==> config.mk <==
export PLATFORM = sky130hd
export DESIGN_NAME = tick_timer
export DESIGN_NICKNAME = d
export VERILOG_FILES = /design/src/rtl/tick_timer.sv
export SDC_FILE = /design/constraint.sdc
export NUM_CORES = 1
export LEC_CHECK = 0
export BUFFER_PORTS_ARGS = -buffer_cell sky130_fd_sc_hd__buf_4
export CAP_MARGIN = 20
export CORE_MARGIN = 5
export CORE_UTILIZATION = 27
export CTS_BUF_LIST = sky130_fd_sc_hd__clkbuf_4 sky130_fd_sc_hd__clkbuf_8 sky130_fd_sc_hd__clkbuf_16
export DETAILED_ROUTE_END_ITERATION = 16
export GPL_ROUTABILITY_DRIVEN = 0
export MAX_ROUTING_LAYER = met4
export PLACE_DENSITY = 0.42
export SLEW_MARGIN = 20
export SYNTH_ARGS = -nofsm -noshare
export SYNTH_HDL_FRONTEND = slang
export SYNTH_SLANG_ARGS = --single-unit
==> constraint.sdc <==
create_clock -name clk_i -period 5.07 [get_ports clk_i]
set_clock_uncertainty 0.1 [all_clocks]
set_input_delay 1.014 -clock clk_i [delete_from_list [all_inputs] [get_ports clk_i]]
set_output_delay 1.014 -clock clk_i [all_outputs]
set_load 0.005 [all_outputs]
==> src/rtl/tick_timer.sv <==
// -----------------------------------------------------------------------------
// tick_timer
//
// Programmable tick timer. A prescaler divides clk_i by DIV = CLK_HZ/TICK_HZ
// and each prescaler wrap moves a CNT_W-bit counter one step. The counter runs
// up (0 -> limit) or down (limit -> 0). In one-shot mode it stops in DONE at
// the terminal value. In wrap mode it reloads its initial value on the tick
// after the terminal.
//
// Ports
//   clk_i      system clock, rising edge
//   rst_ni     asynchronous active-low reset
//   start_i    pulse: latch dir/wrap/limit, load the initial count, run
//   clear_i    synchronous return to IDLE with count = 0
//   pause_i    level: freeze prescaler and count while RUN/PAUSE
//   dir_i      0 = count up, 1 = count down (sampled at start)
//   wrap_en_i  1 = periodic reload, 0 = one-shot (sampled at start)
//   limit_i    terminal/initial value (sampled at start)
//   count_o    current count
//   tick_o     one-cycle pulse coincident with each count update
//   expire_o   one-cycle pulse when the count reaches its terminal
//   done_o     high while in DONE
//   running_o  high while in RUN
//
// Every output comes straight from a flop.
// -----------------------------------------------------------------------------
module tick_timer #(
    parameter int CLK_HZ  = 50_000_000,
    parameter int TICK_HZ = 1,
    parameter int CNT_W   = 4
) (
    input  logic             clk_i,
    input  logic             rst_ni,
    input  logic             start_i,
    input  logic             clear_i,
    input  logic             pause_i,
    input  logic             dir_i,
    input  logic             wrap_en_i,
    input  logic [CNT_W-1:0] limit_i,
    output logic [CNT_W-1:0] count_o,
    output logic             tick_o,
    output logic             expire_o,
    output logic             done_o,
    output logic             running_o
);

    // Guard the division so that a bad TICK_HZ reaches the elaboration
    // check below instead of failing inside a constant expression.
    localparam int DIV     = (TICK_HZ > 0) ? (CLK_HZ / TICK_HZ) : 0;
    localparam int PRESC_W = (DIV > 1) ? $clog2(DIV) : 1;
    localparam logic [PRESC_W-1:0] PRESC_LAST = PRESC_W'((DIV > 0) ? (DIV - 1) : 0);

    // The divider must be an exact integer of at least 1.
    generate
        if (TICK_HZ <= 0) begin : g_bad_tick_hz
            $error("tick_timer: TICK_HZ must be positive");
        end else if ((DIV < 1) || ((CLK_HZ % TICK_HZ) != 0)) begin : g_bad_div
            $error("tick_timer: CLK_HZ/TICK_HZ must be an integer >= 1");
        end
    endgenerate

    typedef enum logic [1:0] {
        S_IDLE  = 2'd0,
        S_RUN   = 2'd1,
        S_PAUSE = 2'd2,
        S_DONE  = 2'd3
    } state_t;

    state_t             state_q,   state_d;
    logic [PRESC_W-1:0] presc_q,   presc_d;
    logic [CNT_W-1:0]   count_q,   count_d;
    logic               tick_q,    tick_d;
    logic               expire_q,  expire_d;
    logic               done_q,    done_d;
    logic               running_q, running_d;

    // Configuration latched at start
    logic               dir_q,   dir_d;
    logic               wrap_q,  wrap_d;
    logic [CNT_W-1:0]   limit_q, limit_d;

    // Derived from the latched configuration
    logic [CNT_W-1:0]   step_val;
    logic [CNT_W-1:0]   terminal_val;
    logic [CNT_W-1:0]   initial_val;

    assign step_val     = dir_q ? (count_q - 1'b1) : (count_q + 1'b1);
    assign terminal_val = dir_q ? '0 : limit_q;
    assign initial_val  = dir_q ? limit_q : '0;

    // -------------------------------------------------------------------------
    // Next-state logic. Priority is clear > start > pause > counting.
    // -------------------------------------------------------------------------
    always_comb begin
        state_d  = state_q;
        presc_d  = presc_q;
        count_d  = count_q;
        tick_d   = 1'b0;
        expire_d = 1'b0;
        dir_d    = dir_q;
        wrap_d   = wrap_q;
        limit_d  = limit_q;

        if (clear_i) begin
            state_d = S_IDLE;
            presc_d = '0;
            count_d = '0;
        end else if (start_i) begin
            dir_d   = dir_i;
            wrap_d  = wrap_en_i;
            limit_d = limit_i;
            presc_d = '0;
            count_d = dir_i ? limit_i : '0;
            if (limit_i == '0) begin
                // The count is already at its terminal, so there is nothing
                // to count.
                state_d  = S_DONE;
                expire_d = 1'b1;
            end else begin
                state_d = S_RUN;
            end
        end else if ((state_q == S_RUN) || (state_q == S_PAUSE)) begin
            if (pause_i) begin
                state_d = S_PAUSE;
            end else begin
                // Leaving PAUSE counts this cycle too. A pause therefore
                // delays the next tick by exactly the number of paused cycles.
                state_d = S_RUN;
                if (presc_q == PRESC_LAST) begin
                    presc_d = '0;
                    tick_d  = 1'b1;
                    if (count_q == terminal_val) begin
                        // Sitting at the terminal while still running only
                        // happens in wrap mode, so reload the initial value.
                        count_d = initial_val;
                    end else begin
                        count_d = step_val;
                        if (step_val == terminal_val) begin
                            expire_d = 1'b1;
                            if (!wrap_q) begin
                                state_d = S_DONE;
                            end
                        end
                    end
                end else begin
                    presc_d = presc_q + 1'b1;
                end
            end
        end

        // done/running are stored in their own flops, decoded from the next state
        done_d    = (state_d == S_DONE);
        running_d = (state_d == S_RUN);
    end

    // -------------------------------------------------------------------------
    // State registers
    // -------------------------------------------------------------------------
    always_ff @(posedge clk_i or negedge rst_ni) begin
        if (!rst_ni) begin
            state_q   <= S_IDLE;
            presc_q   <= '0;
            count_q   <= '0;
            tick_q    <= 1'b0;
            expire_q  <= 1'b0;
            done_q    <= 1'b0;
            running_q <= 1'b0;
            dir_q     <= 1'b0;
            wrap_q    <= 1'b0;
            limit_q   <= '0;
        end else begin
            state_q   <= state_d;
            presc_q   <= presc_d;
            count_q   <= count_d;
            tick_q    <= tick_d;
            expire_q  <= expire_d;
            done_q    <= done_d;
            running_q <= running_d;
            dir_q     <= dir_d;
            wrap_q    <= wrap_d;
            limit_q   <= limit_d;
        end
    end

    assign count_o   = count_q;
    assign tick_o    = tick_q;
    assign expire_o  = expire_q;
    assign done_o    = done_q;
    assign running_o = running_q;

endmodule

[Word level (Yosys, flattened, before mapping)]
Cells that the tools add are included.
Operators by class
  add/subtract/negate cells: 3
  equality and inequality tests: 8
  muxes and demuxes: 37
  reduce and logical (&&, ||, !) cells: 7
  bitwise operators: 1
Operator list (number)
  26-bit 2-to-1 mux: 5
  4-bit 2-to-1 mux: 10
  26-bit by 1-bit adder with 26-bit output (second input constant): 1
  26-bit == test (second input constant): 1
  2-bit 2-to-1 mux: 9
  1-bit 2-to-1 mux: 13
  4-bit == test: 2
  3-bit nonzero test: 2
  4-bit by 1-bit adder with 4-bit output (second input constant): 1
  2-bit by 1-bit == test with 1-bit output (second input constant): 2
  2-bit == test (second input constant): 2
  4-bit logical NOT: 1
  2-bit AND reduction: 2
  4-bit by 1-bit subtractor with 4-bit output (second input constant): 1
  3-bit inequality test (second input constant): 1
  3-bit AND reduction: 1
  1-bit logical OR: 1
  1-bit inverter: 1
Word-level totals
  output and inout bits: 8
  register bits after elaboration: 42

[Longest topological paths before layout]
  depth after elaboration: 11
  mapped depth: 7

[Worst setup path before layout]
No wires, ideal clock.
  kind: in2reg
  start point: in start_i
  end point: reg presc_q[13]
  path slack: 2.686 ns
  data arrival time: 2.145 ns
  stages on the path: 6
  setup time: 0.139 ns
  path buffers: 0
  cell sequence: nor2_1 -> o21ai_1 -> nand2b_1 -> nor2_1 -> a31oi_1 -> nor3_1
On the way
  longest elaborated chain between the ends: 2
Ends and longest elaborated chain
  start: declaration: RTL line 34  | input logic start_i,
  3-bit inequality test (no line), or another cell as far along
  2-bit AND reduction (no line) / 26-bit 2-to-1 mux (equally long branches)
  end signal: assignment: RTL line 173  | presc_q <= presc_d;
  end: declaration: RTL line 70  | logic [PRESC_W-1:0] presc_q, presc_d;
Parallel ways exist; a longest one is shown, timed or not.
A chain may end at the register's enable or synchronous reset.

[Worst setup path after layout]
  start point: reg dir_q
  end point: reg expire_q (netlist: expire_o)
On the way
  longest elaborated chain between the ends: 9
Ends and longest elaborated chain
  start: declaration: RTL line 78  | logic dir_q, dir_d;
  start signal: assignment: RTL line 179  | dir_q <= dir_d;
  4-bit 2-to-1 mux (on tied branches): RTL line 87, 88
  4-bit == test: RTL line 138  | if (step_val == terminal_val) begin
  1-bit 2-to-1 mux: RTL line 138
  1-bit 2-to-1 mux *: RTL line 132  | if (count_q == terminal_val) begin
  1-bit 2-to-1 mux *: RTL line 129  | if (presc_q == PRESC_LAST) begin
  1-bit 2-to-1 mux *: RTL line 123  | if (pause_i) begin
  1-bit 2-to-1 mux *: RTL line 122  | end else if ((state_q == S_RUN) || (state_q == S_PAUSE)) begin
  1-bit 2-to-1 mux *: RTL line 108  | end else if (start_i) begin
  1-bit 2-to-1 mux *: RTL line 104  | if (clear_i) begin
  via expire_d: RTL line 73  | logic expire_q, expire_d;
  end signal: assignment: RTL line 176  | expire_q <= expire_d;
  end: declaration: RTL line 73
Mark *: on every way through the listed nets, which the timed path passes. The rest lies on a longest branch.

==> impl_results.md <==
* Standard cell with the maximum stage delay on the critical path: sky130_fd_sc_hd__dfrtp_1
* Setup slack of the critical path after layout at 2280 ps
* Worst-path cell chain: ha_1 -> a21oi_1 -> a21boi_0 -> or2_1 -> a211oi_1 -> and4b_1 -> o21a_1
* Drt total wl at roughly 6000 um
* Number of standard cells after synthesis at 260
* Endpoint required time on the critical path at around 5200 ps
* Area leader, netlist: sky130_fd_sc_hd__dfrtp_1
* Resized cells post-CTS at 0
* Clock transition at the register clock pins on the worst setup and hold paths after CTS at 100 ps
* Fin crit period at 2790 ps
* Worst hold path cell count at 1
* Element type at the critical path start: register
* Cell chosen for the clock root: sky130_fd_sc_hd__clkbuf_8
* Vias per cell at 5.15
* Path type of the worst setup path: register to register
* Synthesis Warnings at 0
* TritonCTS clock tree: built
* Clock latency reported for the late side of the worst-skew pair at 300 ps
* Unrepaired setup endpoints after global routing: false
* Post-synthesis area per instance at 9.61 um2
* Area of combinational cells with multiple inputs at 1400 um2
* Reg-to-reg endpoint: expire_o
* Minimum setup slack among reg-to-reg paths at 2280 ps
* Share of layout cells above drive strength 1 at 0.175
* Post-Synth Simple-Gate Area at 0.265
* Share of synthesized flip-flops with an asynchronous set or reset at 1.00
* Sequential share of the synthesized area at 0.421
* Post-synth EDFFs at 0
* Crit Reg-Reg Startpoint: dir_q
* Biggest fanout along the worst timing path at 19
* Cell Area, Synth at 2500 um2
* Worst-case setup slack after placement at 2110 ps
* Initial antenna violation count at 0
* Share of cell area taken by muxes after synthesis at 0.0496
* Number of remaining DRC errors at 0
* Hold Crit Endpoint: presc_q[23]
* Cts hold-fix bufs at 0
* Cells taking the most area after synthesis: sky130_fd_sc_hd__dfrtp_1, sky130_fd_sc_hd__nor2_1, sky130_fd_sc_hd__xor2_1, sky130_fd_sc_hd__mux2_2, sky130_fd_sc_hd__xnor2_1
* Total power draw at 0.898 mW
* Hold WC Path Type: register to register
* Post-placement cell area at 2740 um2
* Final non-filler cell area at about 2900 um2
* Average wire length per cell after detail routing at 15.3 um
* Number of buffers inserted by port buffering at 18
* First-pass GRT wire length at 10100 um
* Sequential cell area at 1050 um2
* Max clock buf depth at 2
* Worst-case vdd ir drop at 0.0000961 V
* Number of setup buffers added after CTS at 0
* Worst Hold Launch: presc_q[23]
* Xor/xnor share of the synthesized area at 0.0736
* Chip Height at 106 um
* Worst slew margin at 0.401
* Category of cells accounting for the largest share of critical-path delay: compound AO/OA/AOI/OAI gates
* Pre-antenna DRT Iters at 4
* Number of sinks driven by the clock tree at 42
* CTS buffer count at 5
* Top Ports at 19
* Main combinational cell family by area after synthesis: simple AND/OR/NAND/NOR gates
* Synthesis-to-finish area growth at 15.3%
* Fill cell instance count of the final layout at around 980
* Net total in the final layout at 294
* Final max-slew violation count at 0
* Flops & latches, synth at 42
* Fraction of the mapped netlist area in compound gates at 0.150
* Initial cell density of the core at 0.274
* Synthesized-area fraction occupied by adder cells at 0.0230
* Data arrival at the endpoint of the critical path at roughly 2900 ps
* Pwr dens at 312 nW/um2
* GRT Total Usage at 0.113
* Lkg Pwr at between 1 and 1.5 nW
* Detailed router's first-iteration violation count at 104
* H-tree depth at 2
* Overflow after GRT at 0
* Total setup violations reported at the end of the flow at 0
* Post-synthesis net count at 275
* Number of failing hold endpoints at the final stage at 0
* # placed instances at around 380
* Highest clock rate at 359 MHz
* Via count of the first global-routing pass at between 1500 and 2000
* Measured slew at the worst slew-check pin at 897 ps
* Die boundary width at 106 um
* Largest net degree at the start of global routing at 43
* CP Capture Type: register
* Main synth FF type: sky130_fd_sc_hd__dfrtp_1
* # Max-Cap Violations at 0
* Final instance count without filler cells at 391
* HPWL after detailed placement at 4300 um
* Run status: completed
* Yosys cell types at 57
* Total vias in the final route at a little over 2000
* Total negative slack at 0 ps
* Buffering stage count on the worst path with inverters included at 0
* CP max stage delay at a little under 700 ps
* Diodes inserted at 0
* Area inside the core boundary at 9110 um2
* Die footprint at 11300 um2
* Antenna-violating nets left at 0
* Proportion of netlist area held by the largest area contributor at 0.421
* Standard-cell row count at 35
* Tcrit/Tclk final at 0.550
* Depth of the worst register-to-register path at 7
-- synth_stat cells, types with 2 or more instances --
| master | number |
|---|---|
| sky130_fd_sc_hd__a21o_1 | 3 |
| sky130_fd_sc_hd__dfrtp_1 | 42 |
| sky130_fd_sc_hd__buf_2 | 3 |
| sky130_fd_sc_hd__or3_1 | 2 |
| sky130_fd_sc_hd__clkbuf_1 | 2 |
| sky130_fd_sc_hd__nand4_1 | 9 |
| sky130_fd_sc_hd__ha_1 | 3 |
| sky130_fd_sc_hd__nor2b_1 | 6 |
| sky130_fd_sc_hd__nand4_2 | 2 |
| sky130_fd_sc_hd__nor4_1 | 3 |
| sky130_fd_sc_hd__nand2_1 | 20 |
| sky130_fd_sc_hd__a211oi_1 | 2 |
| sky130_fd_sc_hd__o21ai_1 | 8 |
| sky130_fd_sc_hd__a21oi_1 | 7 |
| sky130_fd_sc_hd__a32oi_1 | 5 |
| sky130_fd_sc_hd__nand4b_1 | 2 |
| sky130_fd_sc_hd__and2_1 | 2 |
| sky130_fd_sc_hd__nand3_1 | 13 |
| sky130_fd_sc_hd__nor2_1 | 32 |
| sky130_fd_sc_hd__o21ai_0 | 7 |
| sky130_fd_sc_hd__o21bai_1 | 2 |
| sky130_fd_sc_hd__xor2_1 | 12 |
| sky130_fd_sc_hd__and3_1 | 4 |
| sky130_fd_sc_hd__mux2_2 | 7 |
| sky130_fd_sc_hd__o21a_1 | 2 |
| sky130_fd_sc_hd__or2_2 | 2 |
| sky130_fd_sc_hd__nor3_1 | 11 |
| sky130_fd_sc_hd__nor4_2 | 2 |
| sky130_fd_sc_hd__a31oi_1 | 3 |
| sky130_fd_sc_hd__mux2i_1 | 3 |
| sky130_fd_sc_hd__inv_1 | 4 |
| sky130_fd_sc_hd__a32oi_2 | 2 |
| sky130_fd_sc_hd__xnor2_1 | 9 |
-- per-layer routing --
metal	wire length (um)	up-vias	share of wire	global-route usage
li1	-	989	-	-
met1	3050	987	0.51	0.157
met2	2630	30	0.44	0.166
met3	247	6	0.041	0.0255
met4	55	0	0.0092	0.0268
met5	0	-	0	-
-- sequential cells by signal, summed over array words and instances, names as in the netlist --
name / cells
tick_o: 1
wrap_q: 1
count_o: 4
presc_q: 26
limit_q: 4
expire_o: 1
dir_q: 1
done_o: 1
state_q: 2
running_o: 1
-- power by group --
group	leakage, nW	internal [mW]	switching, mW	total [mW]
clock	0.0683	0.197	0.125	0.323
combinational	0.539	0.0901	0.103	0.193
sequential	0.566	0.350	0.0316	0.382
total	1.17	0.638	0.260	0.898
-- worst max-delay path by stage --
stage                  endpoint    start  cells after the start  slack, ps
detailed placement  presc_q[13]  start_i                      7       2110
floorplan           presc_q[13]  start_i                      6       2690
finish                 expire_o    dir_q                      7       2280
global route           expire_o    dir_q                      7       2060
CTS                    expire_o    dir_q                      7       2250
global placement    presc_q[13]  start_i                      7       2120
-- placed cells by master, fill, tap and decap left out, drive strengths merged, types with 3 or more instances in the layout --
cell | netlist | final
nand2 | 22 | 22
clkbuf | 2 | 5
and3 | 4 | 4
nor3 | 11 | 11
xor2 | 12 | 12
nand3 | 13 | 13
a32oi | 7 | 7
a21o | 3 | 3
or2 | 3 | 3
o21ai | 15 | 15
dfrtp | 42 | 42
nand4 | 11 | 11
a21oi | 7 | 7
nor2b | 6 | 6
inv | 4 | 4
nor4 | 5 | 5
mux2 | 8 | 8
mux2i | 3 | 3
buf | 4 | 18
nor2 | 33 | 33
a31oi | 3 | 3
xnor2 | 9 | 9
ha | 3 | 3
-- kinds of logic after synthesis --
kind of cell	after synthesis
fa+ha+maj	4
simple gates	122
xor+xnor	21
flops	42
mux	11
buf+inv	10
compound gates	50
-- worst register-to-register path, stage by stage, from the launching register on --
cell	delay (ps)
sky130_fd_sc_hd__dfrtp_1	690
sky130_fd_sc_hd__ha_1	390
sky130_fd_sc_hd__a21oi_1	280
sky130_fd_sc_hd__a21boi_0	150
sky130_fd_sc_hd__or2_1	270
sky130_fd_sc_hd__a211oi_1	400
sky130_fd_sc_hd__and4b_1	250
sky130_fd_sc_hd__o21a_1	160
-- layout make-up --
cell class / count / area share
Sequential cell: 42 / 0.365
Timing Repair Buffer: 18 / 0.0469
Clock buffer: 5 / 0.0239
Tap cell: 111 / 0.0482
Clock inverter: 3 / 0.0239
Inverter: 4 / 0.00522
Multi-Input combinational cell: 208 / 0.487
-- metrics by stage --
| stage | hold slack [ps] | utilization |
|---|---|---|
| floorplan | 374 | - |
| global placement | 390 | 0.301 |
| detailed placement | 397 | 0.301 |
| CTS | 421 | 0.316 |
| global route | 446 | 0.316 |
| finish | 430 | 0.316 |
Note: power is estimated with default switching activity, not from simulation.
